[src/rtl/ex_mem_stage_if.sv]
// EX->MEM payload bundle: EX-side instruction fields and the registered MEM-side copy.
interface ex_mem_stage_if #(
    parameter int DATA_W = 32,
    parameter int ADDR_W = 5,
    parameter int OP_W   = 8
);
    logic              ex_valid;
    logic [ADDR_W-1:0] ex_wd;
    logic              ex_wreg;
    logic [DATA_W-1:0] ex_wdata;
    logic              ex_whilo;
    logic [DATA_W-1:0] ex_hi;
    logic [DATA_W-1:0] ex_lo;
    logic [OP_W-1:0]   ex_aluop;
    logic [DATA_W-1:0] ex_mem_addr;
    logic [DATA_W-1:0] ex_reg2;

    logic              mem_valid;
    logic [ADDR_W-1:0] mem_wd;
    logic              mem_wreg;
    logic [DATA_W-1:0] mem_wdata;
    logic              mem_whilo;
    logic [DATA_W-1:0] mem_hi;
    logic [DATA_W-1:0] mem_lo;
    logic [OP_W-1:0]   mem_aluop;
    logic [DATA_W-1:0] mem_mem_addr;
    logic [DATA_W-1:0] mem_reg2;

    modport master (
        output ex_valid, ex_wd, ex_wreg, ex_wdata, ex_whilo, ex_hi, ex_lo,
               ex_aluop, ex_mem_addr, ex_reg2,
        input  mem_valid, mem_wd, mem_wreg, mem_wdata, mem_whilo, mem_hi, mem_lo,
               mem_aluop, mem_mem_addr, mem_reg2
    );

    modport slave (
        input  ex_valid, ex_wd, ex_wreg, ex_wdata, ex_whilo, ex_hi, ex_lo,
               ex_aluop, ex_mem_addr, ex_reg2,
        output mem_valid, mem_wd, mem_wreg, mem_wdata, mem_whilo, mem_hi, mem_lo,
               mem_aluop, mem_mem_addr, mem_reg2
    );
endinterface

[src/rtl/ex_mem_stage.sv]
// EX->MEM pipeline register with flush, bubble/hold stalls and multi-cycle accumulator return.
// Optional saturating stall/bubble counters are built when EX_MEM_PERF_EN is defined.
module ex_mem_stage #(
    parameter int              DATA_W  = 32,
    parameter int              ADDR_W  = 5,
    parameter int              OP_W    = 8,
    parameter int              CNT_W   = 2,
    parameter int              STALL_W = 6,
    parameter int              STAGE   = 3,
    parameter logic [OP_W-1:0] NOP_OP  = 8'h00,
    parameter int              PERF_W  = 16
) (
    input  logic                clk,
    input  logic                rst,
    input  logic [STALL_W-1:0]  stall,
    input  logic                flush,
    input  logic [CNT_W-1:0]    cnt_i,
    input  logic [2*DATA_W-1:0] hilo_temp_i,
    input  logic                perf_clr,
    ex_mem_stage_if.slave       bus,
    output logic [CNT_W-1:0]    cnt_o,
    output logic [2*DATA_W-1:0] hilo_temp_o,
    output logic [PERF_W-1:0]   stall_cycles,
    output logic [PERF_W-1:0]   bubble_cnt
);

    typedef struct packed {
        logic              valid;
        logic [ADDR_W-1:0] wd;
        logic              wreg;
        logic [DATA_W-1:0] wdata;
        logic              whilo;
        logic [DATA_W-1:0] hi;
        logic [DATA_W-1:0] lo;
        logic [OP_W-1:0]   aluop;
        logic [DATA_W-1:0] mem_addr;
        logic [DATA_W-1:0] reg2;
    } slot_t;

    function automatic slot_t empty_slot();
        slot_t s;
        s       = '0;
        s.aluop = NOP_OP;
        return s;
    endfunction

    slot_t                slot_q, slot_d;
    logic [CNT_W-1:0]     cnt_q, cnt_d;
    logic [2*DATA_W-1:0]  hilo_q, hilo_d;

    logic advance, bubble, hold;

    // Non-monotone stall (own bit clear, downstream set) falls into advance.
    assign advance = ~stall[STAGE];
    assign bubble  = stall[STAGE] & ~stall[STAGE+1];
    assign hold    = stall[STAGE] & stall[STAGE+1];

    always_comb begin
        slot_d = slot_q;
        cnt_d  = cnt_q;
        hilo_d = hilo_q;
        if (flush) begin
            slot_d = empty_slot();
            cnt_d  = '0;
            hilo_d = '0;
        end else if (advance) begin
            slot_d.valid    = bus.ex_valid;
            slot_d.wd       = bus.ex_wd;
            slot_d.wreg     = bus.ex_wreg & bus.ex_valid;
            slot_d.wdata    = bus.ex_wdata;
            slot_d.whilo    = bus.ex_whilo & bus.ex_valid;
            slot_d.hi       = bus.ex_hi;
            slot_d.lo       = bus.ex_lo;
            slot_d.aluop    = bus.ex_valid ? bus.ex_aluop : NOP_OP;
            slot_d.mem_addr = bus.ex_mem_addr;
            slot_d.reg2     = bus.ex_reg2;
            cnt_d           = '0;
            hilo_d          = '0;
        end else begin
            // Stalled: EX keeps iterating, so its accumulator is looped back.
            if (bubble) begin
                slot_d = empty_slot();
            end
            cnt_d  = cnt_i;
            hilo_d = hilo_temp_i;
        end
    end

    always_ff @(posedge clk or posedge rst) begin
        if (rst) begin
            slot_q <= empty_slot();
            cnt_q  <= '0;
            hilo_q <= '0;
        end else begin
            slot_q <= slot_d;
            cnt_q  <= cnt_d;
            hilo_q <= hilo_d;
        end
    end

    assign bus.mem_valid    = slot_q.valid;
    assign bus.mem_wd       = slot_q.wd;
    assign bus.mem_wreg     = slot_q.wreg;
    assign bus.mem_wdata    = slot_q.wdata;
    assign bus.mem_whilo    = slot_q.whilo;
    assign bus.mem_hi       = slot_q.hi;
    assign bus.mem_lo       = slot_q.lo;
    assign bus.mem_aluop    = slot_q.aluop;
    assign bus.mem_mem_addr = slot_q.mem_addr;
    assign bus.mem_reg2     = slot_q.reg2;
    assign cnt_o            = cnt_q;
    assign hilo_temp_o      = hilo_q;

    // Only bits STAGE and STAGE+1 of the stall vector matter here.
    logic unused_stall;
    assign unused_stall = ^stall;

`ifdef EX_MEM_PERF_EN
    function automatic logic [PERF_W-1:0] sat_inc(input logic [PERF_W-1:0] v);
        return (&v) ? v : v + 1'b1;
    endfunction

    logic [PERF_W-1:0] stall_cycles_q, stall_cycles_d;
    logic [PERF_W-1:0] bubble_cnt_q, bubble_cnt_d;

    always_comb begin
        stall_cycles_d = stall_cycles_q;
        bubble_cnt_d   = bubble_cnt_q;
        if (perf_clr) begin
            stall_cycles_d = '0;
            bubble_cnt_d   = '0;
        end else if (!flush) begin
            if (bubble || hold) stall_cycles_d = sat_inc(stall_cycles_q);
            if (bubble)         bubble_cnt_d   = sat_inc(bubble_cnt_q);
        end
    end

    always_ff @(posedge clk or posedge rst) begin
        if (rst) begin
            stall_cycles_q <= '0;
            bubble_cnt_q   <= '0;
        end else begin
            stall_cycles_q <= stall_cycles_d;
            bubble_cnt_q   <= bubble_cnt_d;
        end
    end

    assign stall_cycles = stall_cycles_q;
    assign bubble_cnt   = bubble_cnt_q;
`else
    logic unused_perf;
    assign unused_perf  = perf_clr;
    assign stall_cycles = '0;
    assign bubble_cnt   = '0;
`endif

endmodule
[src/flat_wrapper.sv]
// flat-port wrapper written by rule: the top's interface ports become plain ports
module ex_mem_stage_flat 
#(
    parameter int              DATA_W  = 32,
    parameter int              ADDR_W  = 5,
    parameter int              OP_W    = 8,
    parameter int              CNT_W   = 2,
    parameter int              STALL_W = 6,
    parameter int              STAGE   = 3,
    parameter logic [OP_W-1:0] NOP_OP  = 8'h00,
    parameter int              PERF_W  = 16
)
  (clk, rst, stall, flush, cnt_i, hilo_temp_i, perf_clr, cnt_o, hilo_temp_o, stall_cycles, bubble_cnt, bus_ex_valid, bus_ex_wd, bus_ex_wreg, bus_ex_wdata, bus_ex_whilo, bus_ex_hi, bus_ex_lo, bus_ex_aluop, bus_ex_mem_addr, bus_ex_reg2, bus_mem_valid, bus_mem_wd, bus_mem_wreg, bus_mem_wdata, bus_mem_whilo, bus_mem_hi, bus_mem_lo, bus_mem_aluop, bus_mem_mem_addr, bus_mem_reg2);
  ex_mem_stage_if #(.DATA_W(DATA_W), .ADDR_W(ADDR_W), .OP_W(OP_W)) bus_i ();
  input  logic clk;
  input  logic rst;
  input  logic [STALL_W-1:0] stall;
  input  logic flush;
  input  logic [CNT_W-1:0] cnt_i;
  input  logic [2*DATA_W-1:0] hilo_temp_i;
  input  logic perf_clr;
  output logic [CNT_W-1:0] cnt_o;
  output logic [2*DATA_W-1:0] hilo_temp_o;
  output logic [PERF_W-1:0] stall_cycles;
  output logic [PERF_W-1:0] bubble_cnt;
  input wire logic [$bits(bus_i.ex_valid)-1:0] bus_ex_valid;
  input wire logic [$bits(bus_i.ex_wd)-1:0] bus_ex_wd;
  input wire logic [$bits(bus_i.ex_wreg)-1:0] bus_ex_wreg;
  input wire logic [$bits(bus_i.ex_wdata)-1:0] bus_ex_wdata;
  input wire logic [$bits(bus_i.ex_whilo)-1:0] bus_ex_whilo;
  input wire logic [$bits(bus_i.ex_hi)-1:0] bus_ex_hi;
  input wire logic [$bits(bus_i.ex_lo)-1:0] bus_ex_lo;
  input wire logic [$bits(bus_i.ex_aluop)-1:0] bus_ex_aluop;
  input wire logic [$bits(bus_i.ex_mem_addr)-1:0] bus_ex_mem_addr;
  input wire logic [$bits(bus_i.ex_reg2)-1:0] bus_ex_reg2;
  output wire logic [$bits(bus_i.mem_valid)-1:0] bus_mem_valid;
  output wire logic [$bits(bus_i.mem_wd)-1:0] bus_mem_wd;
  output wire logic [$bits(bus_i.mem_wreg)-1:0] bus_mem_wreg;
  output wire logic [$bits(bus_i.mem_wdata)-1:0] bus_mem_wdata;
  output wire logic [$bits(bus_i.mem_whilo)-1:0] bus_mem_whilo;
  output wire logic [$bits(bus_i.mem_hi)-1:0] bus_mem_hi;
  output wire logic [$bits(bus_i.mem_lo)-1:0] bus_mem_lo;
  output wire logic [$bits(bus_i.mem_aluop)-1:0] bus_mem_aluop;
  output wire logic [$bits(bus_i.mem_mem_addr)-1:0] bus_mem_mem_addr;
  output wire logic [$bits(bus_i.mem_reg2)-1:0] bus_mem_reg2;
  assign bus_i.ex_valid = bus_ex_valid;
  assign bus_i.ex_wd = bus_ex_wd;
  assign bus_i.ex_wreg = bus_ex_wreg;
  assign bus_i.ex_wdata = bus_ex_wdata;
  assign bus_i.ex_whilo = bus_ex_whilo;
  assign bus_i.ex_hi = bus_ex_hi;
  assign bus_i.ex_lo = bus_ex_lo;
  assign bus_i.ex_aluop = bus_ex_aluop;
  assign bus_i.ex_mem_addr = bus_ex_mem_addr;
  assign bus_i.ex_reg2 = bus_ex_reg2;
  assign bus_mem_valid = bus_i.mem_valid;
  assign bus_mem_wd = bus_i.mem_wd;
  assign bus_mem_wreg = bus_i.mem_wreg;
  assign bus_mem_wdata = bus_i.mem_wdata;
  assign bus_mem_whilo = bus_i.mem_whilo;
  assign bus_mem_hi = bus_i.mem_hi;
  assign bus_mem_lo = bus_i.mem_lo;
  assign bus_mem_aluop = bus_i.mem_aluop;
  assign bus_mem_mem_addr = bus_i.mem_mem_addr;
  assign bus_mem_reg2 = bus_i.mem_reg2;
  ex_mem_stage #(.DATA_W(DATA_W), .ADDR_W(ADDR_W), .OP_W(OP_W), .CNT_W(CNT_W), .STALL_W(STALL_W), .STAGE(STAGE), .NOP_OP(NOP_OP), .PERF_W(PERF_W)) u_core (.clk(clk), .rst(rst), .stall(stall), .flush(flush), .cnt_i(cnt_i), .hilo_temp_i(hilo_temp_i), .perf_clr(perf_clr), .bus(bus_i), .cnt_o(cnt_o), .hilo_temp_o(hilo_temp_o), .stall_cycles(stall_cycles), .bubble_cnt(bubble_cnt));
endmodule
[config.mk]
export PLATFORM = sky130hd
export DESIGN_NAME = ex_mem_stage_flat
export DESIGN_NICKNAME = d
export VERILOG_FILES = /design/src/rtl/ex_mem_stage_if.sv /design/src/rtl/ex_mem_stage.sv /design/src/flat_wrapper.sv
export SDC_FILE = /design/constraint.sdc
export NUM_CORES = 1
export LEC_CHECK = 0
export ABC_AREA = 1
export BUFFER_PORTS_ARGS = -buffer_cell sky130_fd_sc_hd__clkbuf_2
export CORE_AREA = 3 3 201 203
export CTS_CLUSTER_DIAMETER = 100
export DETAILED_ROUTE_END_ITERATION = 12
export DIE_AREA = 0 0 204 206
export PLACE_DENSITY = 0.46
export SETUP_SLACK_MARGIN = 0.3
export SYNTH_ARGS = -nofsm -noshare
export SYNTH_HDL_FRONTEND = slang
export SYNTH_SLANG_ARGS = --single-unit
[constraint.sdc]
create_clock -name clk -period 24.5 [get_ports clk]
set_input_delay 4.9 -clock clk [delete_from_list [all_inputs] [get_ports clk]]
set_output_delay 4.9 -clock clk [all_outputs]
set_load 0.1 [all_outputs]
==> results of run 1 <==
[logic make-up (layout without fill, tap and decap cells)]
group                  after synthesis  after routing  share of synthesized area
flip-flops                         242            242                      0.615
buffers and inverters              128            548                     0.0850
AND/OR/NAND/NOR                    661            661                      0.300
other                                1             32                   0.000381
[final timing paths]
check | from | endpoint | slack, ns | cells past startpoint
setup / recovery | stall[4] | u_core.bus.mem_mem_addr[27] | 17.95 | 4
hold / removal | u_core.bus.mem_mem_addr[17] | u_core.bus.mem_mem_addr[17] | 0.51 | 2
setup reg to reg | u_core.bus.mem_wdata[15] | u_core.bus.mem_wdata[15] | 23.81 | 2
hold reg to reg | u_core.bus.mem_mem_addr[17] | u_core.bus.mem_mem_addr[17] | 0.51 | 2
max in group asynchronous | rst | u_core.bus.mem_hi[16] | 18.71 | 3
min in group asynchronous | rst | u_core.hilo_temp_o[9] | 4.47 | 2
[per-layer routing]
layer,up-vias,share of wire,global-route usage
met5,-,0.00037,0
met2,357,0.48,0.259
li1,4214,-,-
met1,4167,0.41,0.196
met3,58,0.085,0.0498
met4,2,0.031,0.0442
[power by group]
| group | switching, mW | leakage, nW | internal [mW] |
|---|---|---|---|
| Sequential | 0.00867 | 3.25 | 0.417 |
| Combinational | 0.211 | 4.01 | 0.0347 |
| Clock | 0.166 | 0.440 | 0.248 |
[synth_stat cells]
cell	number
buf_1	5
buf_2	45
buf_4	56
buf_6	12
clkbuf_1	8
conb_1	1
dfrtp_1	242
inv_1	1
inv_2	1
nand2_1	408
nand3_1	10
nand4_1	176
nor2_1	66
nor2_8	1
[cell type report]
class                           instances  area, um^2  area share
Tap cell                              518         648      0.0490
Sequential cell                       242        6060       0.458
Clock inverter                          2        35.0     0.00265
Clock buffer                           48         867      0.0656
Multi-Input combinational cell        693        3070       0.232
Inverter                                2        17.5     0.00133
Timing Repair Buffer                  496        2520       0.191
[critical path, delay by kind of cell]
family / cells / cell delay [ns]
buf+inv: 2 / 1.67
simple gates: 2 / 0.29
[state kept, by name (all words and copies together), names as in the netlist, 5 cells and up]
register	flops
u_core.bus.mem_aluop	8
u_core.bus.mem_hi	32
u_core.bus.mem_lo	32
u_core.bus.mem_mem_addr	32
u_core.bus.mem_reg2	32
u_core.bus.mem_wd	5
u_core.bus.mem_wdata	32
u_core.hilo_temp_o	64
[metrics by stage]
| stage | power, mW | hold slack, ns | std cells | util |
|---|---|---|---|---|
| final | 1.09 | 0.514 | 2001 | 0.342 |
| after global routing | 1.13 | 0.534 | 2001 | 0.342 |
| after CTS | 1.10 | 0.516 | 2001 | 0.342 |
| after detailed placement | 0.682 | 0.503 | 1951 | 0.319 |
| after global placement | 0.681 | 0.500 | 1951 | 0.319 |
| after floorplan | 0.632 | 1.02 | 1063 | - |
==> impl_metrics.json, run 1 <==
{
  "drt-vias-per-instance": 4.40,
  "numCtsBuffers": 28,
  "cts_setup_buffers": 0,
  "min_path_type": "reg -> reg",
  "routed_wl_um": 35000,
  "syn_inst": 1032,
  "ant_nets": 0,
  "num-fill-cells": 4149,
  "cts_tree": "built",
  "die_w_um": 204,
  "synth_top_area_cell": "dfrtp_1",
  "drc_errors": 0,
  "cts_hold_buf": 0,
  "setup_violations": 0,
  "antenna_cells": 0,
  "clk-insertion-delay-late_ns": 0.54,
  "drv_slew": 0,
  "p_leak_nw": 7.69,
  "detailroute.via_count": 8798,
  "syn_area_um2": 9850,
  "final_cell_mix": "clkbuf_2, nand2_1, dfrtp_1, nand4_1, nor2_1",
  "synth_seq_cells": 242,
  "num_rows": 72,
  "first_pass_iters": 4,
  "vdd_ir_drop_max_mv": 0.0445,
  "dpl_cell_area_um2": 12300,
  "status": "completed",
  "arrival_ns": 7.03,
  "setup_tns_ns": 0,
  "io_buffers": 488,
  "antenna_found_initial": 1,
  "avgSynthCellArea_um2": 9.54,
  "min_period_over_period": 0.267,
  "crit_fanout": 90,
  "rsz0062_at_grt": "no",
  "fmax_ghz": 0.153,
  "netlist_top_cells_area": "dfrtp_1, nand2_1, nand4_1",
  "cp_cell_sequence": "buf_4 > buf_4 > nand4_1 > nand2_1",
  "layout_commonest_cell": "clkbuf_2",
  "fin_crit_ns": 6.55,
  "grtUsageTotal": 0.156,
  "cap_violations": 0,
  "critical_path_class": "in -> reg",
  "clkSinkCount": 242,
  "post-synth-top-area-fraction": 0.615,
  "grt_pass1_wl_um": 52500,
  "fin_ws_ns": 17.95,
  "timing.slew.headroom": 0.243,
  "grt_max_degree": 145,
  "crit_path_end_kind": "register",
  "cts.clk_slew.worst_paths_ns": 0.06,
  "post_drt_wl_per_cell_um": 17.5,
  "final_nets": 1715,
  "routabilityCongestion": 0.785,
  "cts_root_buf": "clkbuf_16",
  "io_pins": 526,
  "grt_pass1_vias": 8869,
  "final_area_um2": 13200,
  "core_um2": 38600,
  "drt_iter0_drc": 401,
  "areaGrowthSynthToFinish_pct": 34.2,
  "power_density_nw_per_um2": 82.2,
  "required_ns": 24.97,
  "critPathLaunchType": "primary input",
  "cp_slowest_stage_delay_ns": 0.92,
  "die_y_um": 206,
  "crit_path_frequent_cell": "buf_4",
  "yosysUniqueCellTypes": 14,
  "drive_above_1_share": 0.362,
  "overflow": 0,
  "dp_hpwl_um": 23300,
  "initial_core_util": 0.255,
  "fin_skew_ns": 0,
  "place_ws_ns": 17.43,
  "cts_repair_resize_count": 0,
  "die-area_um2": 42000,
  "yosysWarnings": 0,
  "worstMarginPinSlew_ns": 1.14,
  "critPathSlowestCell": "buf_4",
  "cts_buffer_depth": 3,
  "yosysSeqAreaShare": 0.615,
  "cts_max_level": 1,
  "hold_violations": 0
}
(Power assumes the default switching activity.)
==> run 2: changes to the inputs <==
--- a/config.mk
+++ b/config.mk
@@ -7,11 +7,11 @@
 export LEC_CHECK = 0
 export ABC_AREA = 1
 export BUFFER_PORTS_ARGS = -buffer_cell sky130_fd_sc_hd__clkbuf_2
-export CORE_AREA = 3 3 201 203
+export CORE_AREA = 3 3 203 205
 export CTS_CLUSTER_DIAMETER = 100
 export DETAILED_ROUTE_END_ITERATION = 12
-export DIE_AREA = 0 0 204 206
-export PLACE_DENSITY = 0.46
+export DIE_AREA = 0 0 206 208
+export PLACE_DENSITY = 0.45
 export SETUP_SLACK_MARGIN = 0.3
 export SYNTH_ARGS = -nofsm -noshare
 export SYNTH_HDL_FRONTEND = slang
==> constraint.sdc (replaced) <==
create_clock -name clk -period 6.5 [get_ports clk]
set_input_delay 1.3 -clock clk [delete_from_list [all_inputs] [get_ports clk]]
set_output_delay 1.3 -clock clk [all_outputs]
set_load 0.1 [all_outputs]
==> impl_metrics.json, run 2 (synthesized netlist as in run 1, its figures left out) <==
{
  "final_nets": 1720,
  "cts_buffer_depth": 3,
  "fin_skew_ns": 0,
  "cts_setup_buffers": 0,
  "initial_core_util": 0.248,
  "worstMarginPinSlew_ns": 1.06,
  "power.total_mw": 4.13,
  "drive_above_1_share": 0.368,
  "critPathSlowestCell": "buf_4",
  "setup_tns_ns": 0,
  "core_um2": 39600,
  "clk-insertion-delay-late_ns": 0.54,
  "swShare": 0.359,
  "drt_iter0_drc": 432,
  "p_seq_frac": 0.389,
  "crit_path_end_kind": "register",
  "numCtsBuffers": 30,
  "post_drt_wl_per_cell_um": 17.8,
  "min_period_over_period": 0.461,
  "required_ns": 6.98,
  "io_buffers": 488,
  "areaGrowthSynthToFinish_pct": 34.9,
  "detailroute.via_count": 8925,
  "cp_cell_sequence": "clkbuf_2 > buf_4 > inv_4 > buf_4 > nand4_1 > nand2_1",
  "cts_root_buf": "clkbuf_16",
  "clkSinkCount": 242,
  "cts.clk_slew.worst_paths_ns": 0.06,
  "intPower_mw": 2.65,
  "first_pass_iters": 5,
  "die-area_um2": 42800,
  "drc_errors": 0,
  "ant_nets": 0,
  "power_density_nw_per_um2": 311,
  "min_path_type": "reg -> reg",
  "grt_pass1_vias": 9019,
  "antenna_found_initial": 1,
  "grt_max_degree": 126,
  "p_leak_nw": 7.72,
  "cts_hold_buf": 0,
  "dp_hpwl_um": 24300,
  "drt-vias-per-instance": 4.43,
  "layout_commonest_cell": "clkbuf_2",
  "cap_violations": 0,
  "grtUsageTotal": 0.158,
  "fmax_ghz": 0.333,
  "antenna_cells": 0,
  "cts_max_level": 1,
  "vdd_ir_drop_max_mv": 0.155,
  "largest_reg_flops": 64,
  "cts_repair_resize_count": 0,
  "critPathLaunchType": "primary input",
  "routed_wl_um": 35900,
  "pwr-share-clk": 0.385,
  "crit_path_frequent_cell": "buf_4",
  "cp_slowest_stage_delay_ns": 0.71,
  "cts_tree": "built",
  "crit_fanout": 75,
  "setup_violations": 0,
  "die_y_um": 208,
  "hold_violations": 0,
  "arrival_ns": 3.48,
  "die_w_um": 206,
  "io_pins": 526,
  "overflow": 0,
  "drv_slew": 0,
  "num_rows": 73,
  "fin_crit_ns": 3.00,
  "power_switching_mw": 1.48,
  "routabilityCongestion": 0.779,
  "rsz0062_at_grt": "no",
  "combPwrFrac": 0.226,
  "status": "completed",
  "grt_pass1_wl_um": 54200,
  "timing.slew.headroom": 0.295,
  "critical_path_class": "in -> reg",
  "final_cell_mix": "clkbuf_2, nand2_1, dfrtp_1, nand4_1, nor2_1"
}
-- run 2: cell types whose count changed in the layout (fill, tap and decap cells not counted), sizes merged --
cell      change
buf           +3
clkinvlp      +3
clkinv        +6
clkbuf        -7
-- run 2: final timing paths --
kind | cells past startpoint | to | slack [ns] | start
min in group asynchronous | 2 | u_core.hilo_temp_o[33] | 0.89 | rst
worst min register to register | 2 | u_core.bus.mem_mem_addr[6] | 0.52 | u_core.bus.mem_mem_addr[6]
max in group asynchronous | 3 | u_core.bus.mem_wdata[26] | 4.41 | rst
worst max-delay path | 6 | u_core.bus.mem_lo[12] | 3.50 | flush
worst min-delay path | 2 | u_core.bus.mem_mem_addr[6] | 0.52 | u_core.bus.mem_mem_addr[6]
worst max register to register | 2 | u_core.bus.mem_lo[3] | 5.80 | u_core.bus.mem_lo[3]
-- run 2: metrics by stage --
step	setup WS, ns	instance area (um^2)	hold slack [ns]	util	cells
after floorplan	2.02	9970	1.02	-	1063
after global placement	2.85	12300	0.500	0.311	1961
after detailed placement	2.86	12300	0.504	0.311	1961
after CTS	3.44	13300	0.517	0.335	2013
after global routing	3.30	13300	0.541	0.335	2013
final	3.50	13300	0.516	0.335	2013
-- run 2: layer usage --
layer / vias to the layer above / share of wire / track usage / wire length, um
met1: 4302 / 0.39 / 0.196 / 14200
met5: - / 0.00036 / 0 / 13
li1: 4219 / - / - / -
met4: 2 / 0.022 / 0.0417 / 805
met3: 53 / 0.093 / 0.0469 / 3340
met2: 349 / 0.49 / 0.269 / 17600
-- run 2: power by group through the flow --
stage,clock [mW],sequential [mW],combinational [mW]
2_1_floorplan,0,2.12,0.259
3_3_place_gp,0,1.63,0.943
3_5_place_dp,0,1.63,0.942
4_1_cts,1.64,1.61,0.943
5_1_grt,1.71,1.61,0.977
6_report,1.59,1.61,0.932
-- run 2: area by class of cell --
class,instances,area [um^2]
fill,4271,26400
sequential,242,6060
multi-input combinational,693,3070
timing repair buffer,499,2550
clock buffer,41,843
tap,525,657
clock inverter,11,88.8
inverter,2,13.8
-- run 2: worst max-delay path, delay by kind of cell --
kind	cells	cell delay (ns)
and+or+nand+nor	2	0.27
buffers and inverters	4	1.81
==> run 3: changes to the inputs <==
==> constraint.sdc (replaced) <==
create_clock -name clk -period 2.98 [get_ports clk]
set_input_delay 0.596 -clock clk [delete_from_list [all_inputs] [get_ports clk]]
set_output_delay 0.596 -clock clk [all_outputs]
set_load 0.1 [all_outputs]
==> impl_metrics.json, run 3 (synthesized netlist as in run 1, its figures left out) <==
{
  "status": "completed",
  "timing.hold.ws_ns": 0.145,
  "final_nets": 1726,
  "crit_path_end_kind": "output pin",
  "antenna_found_initial": 1,
  "post_drt_wl_per_cell_um": 17.5,
  "drc_errors": 0,
  "cts_hold_buf": 0,
  "die_w_um": 206,
  "hold_violations": 0,
  "fin_skew_ns": 0,
  "p_seq_frac": 0.380,
  "dpl_cell_area_um2": 12500,
  "overflow": 0,
  "setup_violations": 0,
  "cts_max_level": 1,
  "numCtsBuffers": 29,
  "grt_max_degree": 107,
  "core_um2": 39600,
  "min_period_over_period": 0.682,
  "worstMarginPinSlew_ns": 0.670,
  "drt-vias-per-instance": 4.43,
  "fmax_ghz": 0.492,
  "arrival_ns": 1.44,
  "clkSinkCount": 242,
  "io_buffers": 488,
  "pwr-share-clk": 0.398,
  "critPathLaunchType": "register",
  "routabilityCongestion": 0.804,
  "timing.slew.headroom": 0.553,
  "areaGrowthSynthToFinish_pct": 37.2,
  "die_y_um": 208,
  "vdd_ir_drop_max_mv": 0.392,
  "largest_reg_flops": 64,
  "intPower_mw": 6.03,
  "layout_commonest_cell": "clkbuf_2",
  "clk-insertion-delay-late_ns": 0.53,
  "required_ns": 2.38,
  "cts_root_buf": "clkbuf_16",
  "critical_path_class": "reg -> out",
  "rsz0062_at_grt": "no",
  "routed_wl_um": 35400,
  "swShare": 0.346,
  "drt_iter0_drc": 506,
  "cts.clk_slew.worst_paths_ns": 0.06,
  "ant_nets": 0,
  "setup_tns_ns": 0,
  "grt_pass1_wl_um": 53300,
  "crit_fanout": 2,
  "cts_setup_buffers": 0,
  "grt_pass1_vias": 8816,
  "critPathTopFamily": "buffers and inverters",
  "drv_slew": 0,
  "cts_buffer_depth": 3,
  "power_switching_mw": 3.19,
  "first_pass_iters": 6,
  "p_leak_nw": 7.83,
  "antenna_cells": 0,
  "initial_core_util": 0.248,
  "io_pins": 526,
  "final_area_um2": 13500,
  "cts_tree": "built",
  "cp_slowest_stage_delay_ns": 0.49,
  "cp_cell_sequence": "clkbuf_2",
  "min_path_type": "in -> async",
  "grtUsageTotal": 0.155,
  "num_rows": 73,
  "final_cell_mix": "clkbuf_2, nand2_1, dfrtp_1, nand4_1, nor2_1",
  "power_density_nw_per_um2": 683,
  "cap_violations": 0,
  "detailroute.via_count": 8944,
  "path_buf_inv": 1,
  "die-area_um2": 42800,
  "critPathSlowestCell": "clkbuf_2",
  "cts_repair_resize_count": 0,
  "fin_crit_ns": 2.03,
  "combPwrFrac": 0.223,
  "drive_above_1_share": 0.371,
  "dp_hpwl_um": 24500
}
run 3: cell types whose count changed in the layout (fill, tap and decap cells not counted), moves of 2 or more:
cell	before	now
clkinv_2	7	3
buf_12	1	9
clkinvlp_4	3	1
bufinv_16	1	3
clkbuf_8	3	10
clkbuf_16	31	29
run 3: power groups by stage:
stage	logic [mW]	clock network [mW]	registers [mW]
finish	2.05	3.67	3.51
global route	2.15	3.94	3.52
CTS	2.07	3.80	3.51
detailed placement	2.07	0	3.56
global placement	2.07	0	3.56
floorplan	0.566	0	4.63
run 3: worst paths after layout:
kind,startpoint,slack [ns],endpoint,cells after the start
max,u_core.bus.mem_lo[3],0.95,bus_mem_lo[3],1
min,rst,0.14,u_core.hilo_temp_o[35],2
max reg2reg,u_core.bus.mem_lo[3],2.29,u_core.bus.mem_lo[3],2
min reg2reg,u_core.bus.mem_reg2[18],0.51,u_core.bus.mem_reg2[18],2
max in group asynchronous,rst,2.02,u_core.hilo_temp_o[27],3
min in group clk,bus_ex_hi[22],0.25,u_core.bus.mem_hi[22],3
run 3: through the flow:
step	setup WS, ns	power [mW]	instances	utilization
finish	0.948	9.23	2021	0.341
global route	0.888	9.61	2021	0.341
CTS	0.883	9.38	2021	0.341
detailed placement	0.986	5.63	1968	0.315
global placement	0.996	5.63	1968	0.315
floorplan	-0.792	5.20	1063	-
run 3: layout make-up:
cell class,instances,area (um^2)
clock buffer,46,890
clock inverter,7,116
fill,4298,26100
inverter,2,13.8
multi-input combinational,693,3070
sequential,242,6060
tap,525,657
timing repair buffer,506,2700
run 3: metal layers:
layer	routed length [um]	global-route usage
met5	13	0
met4	759	0.0424
met3	3390	0.0471
met2	17200	0.262
met1	14000	0.192
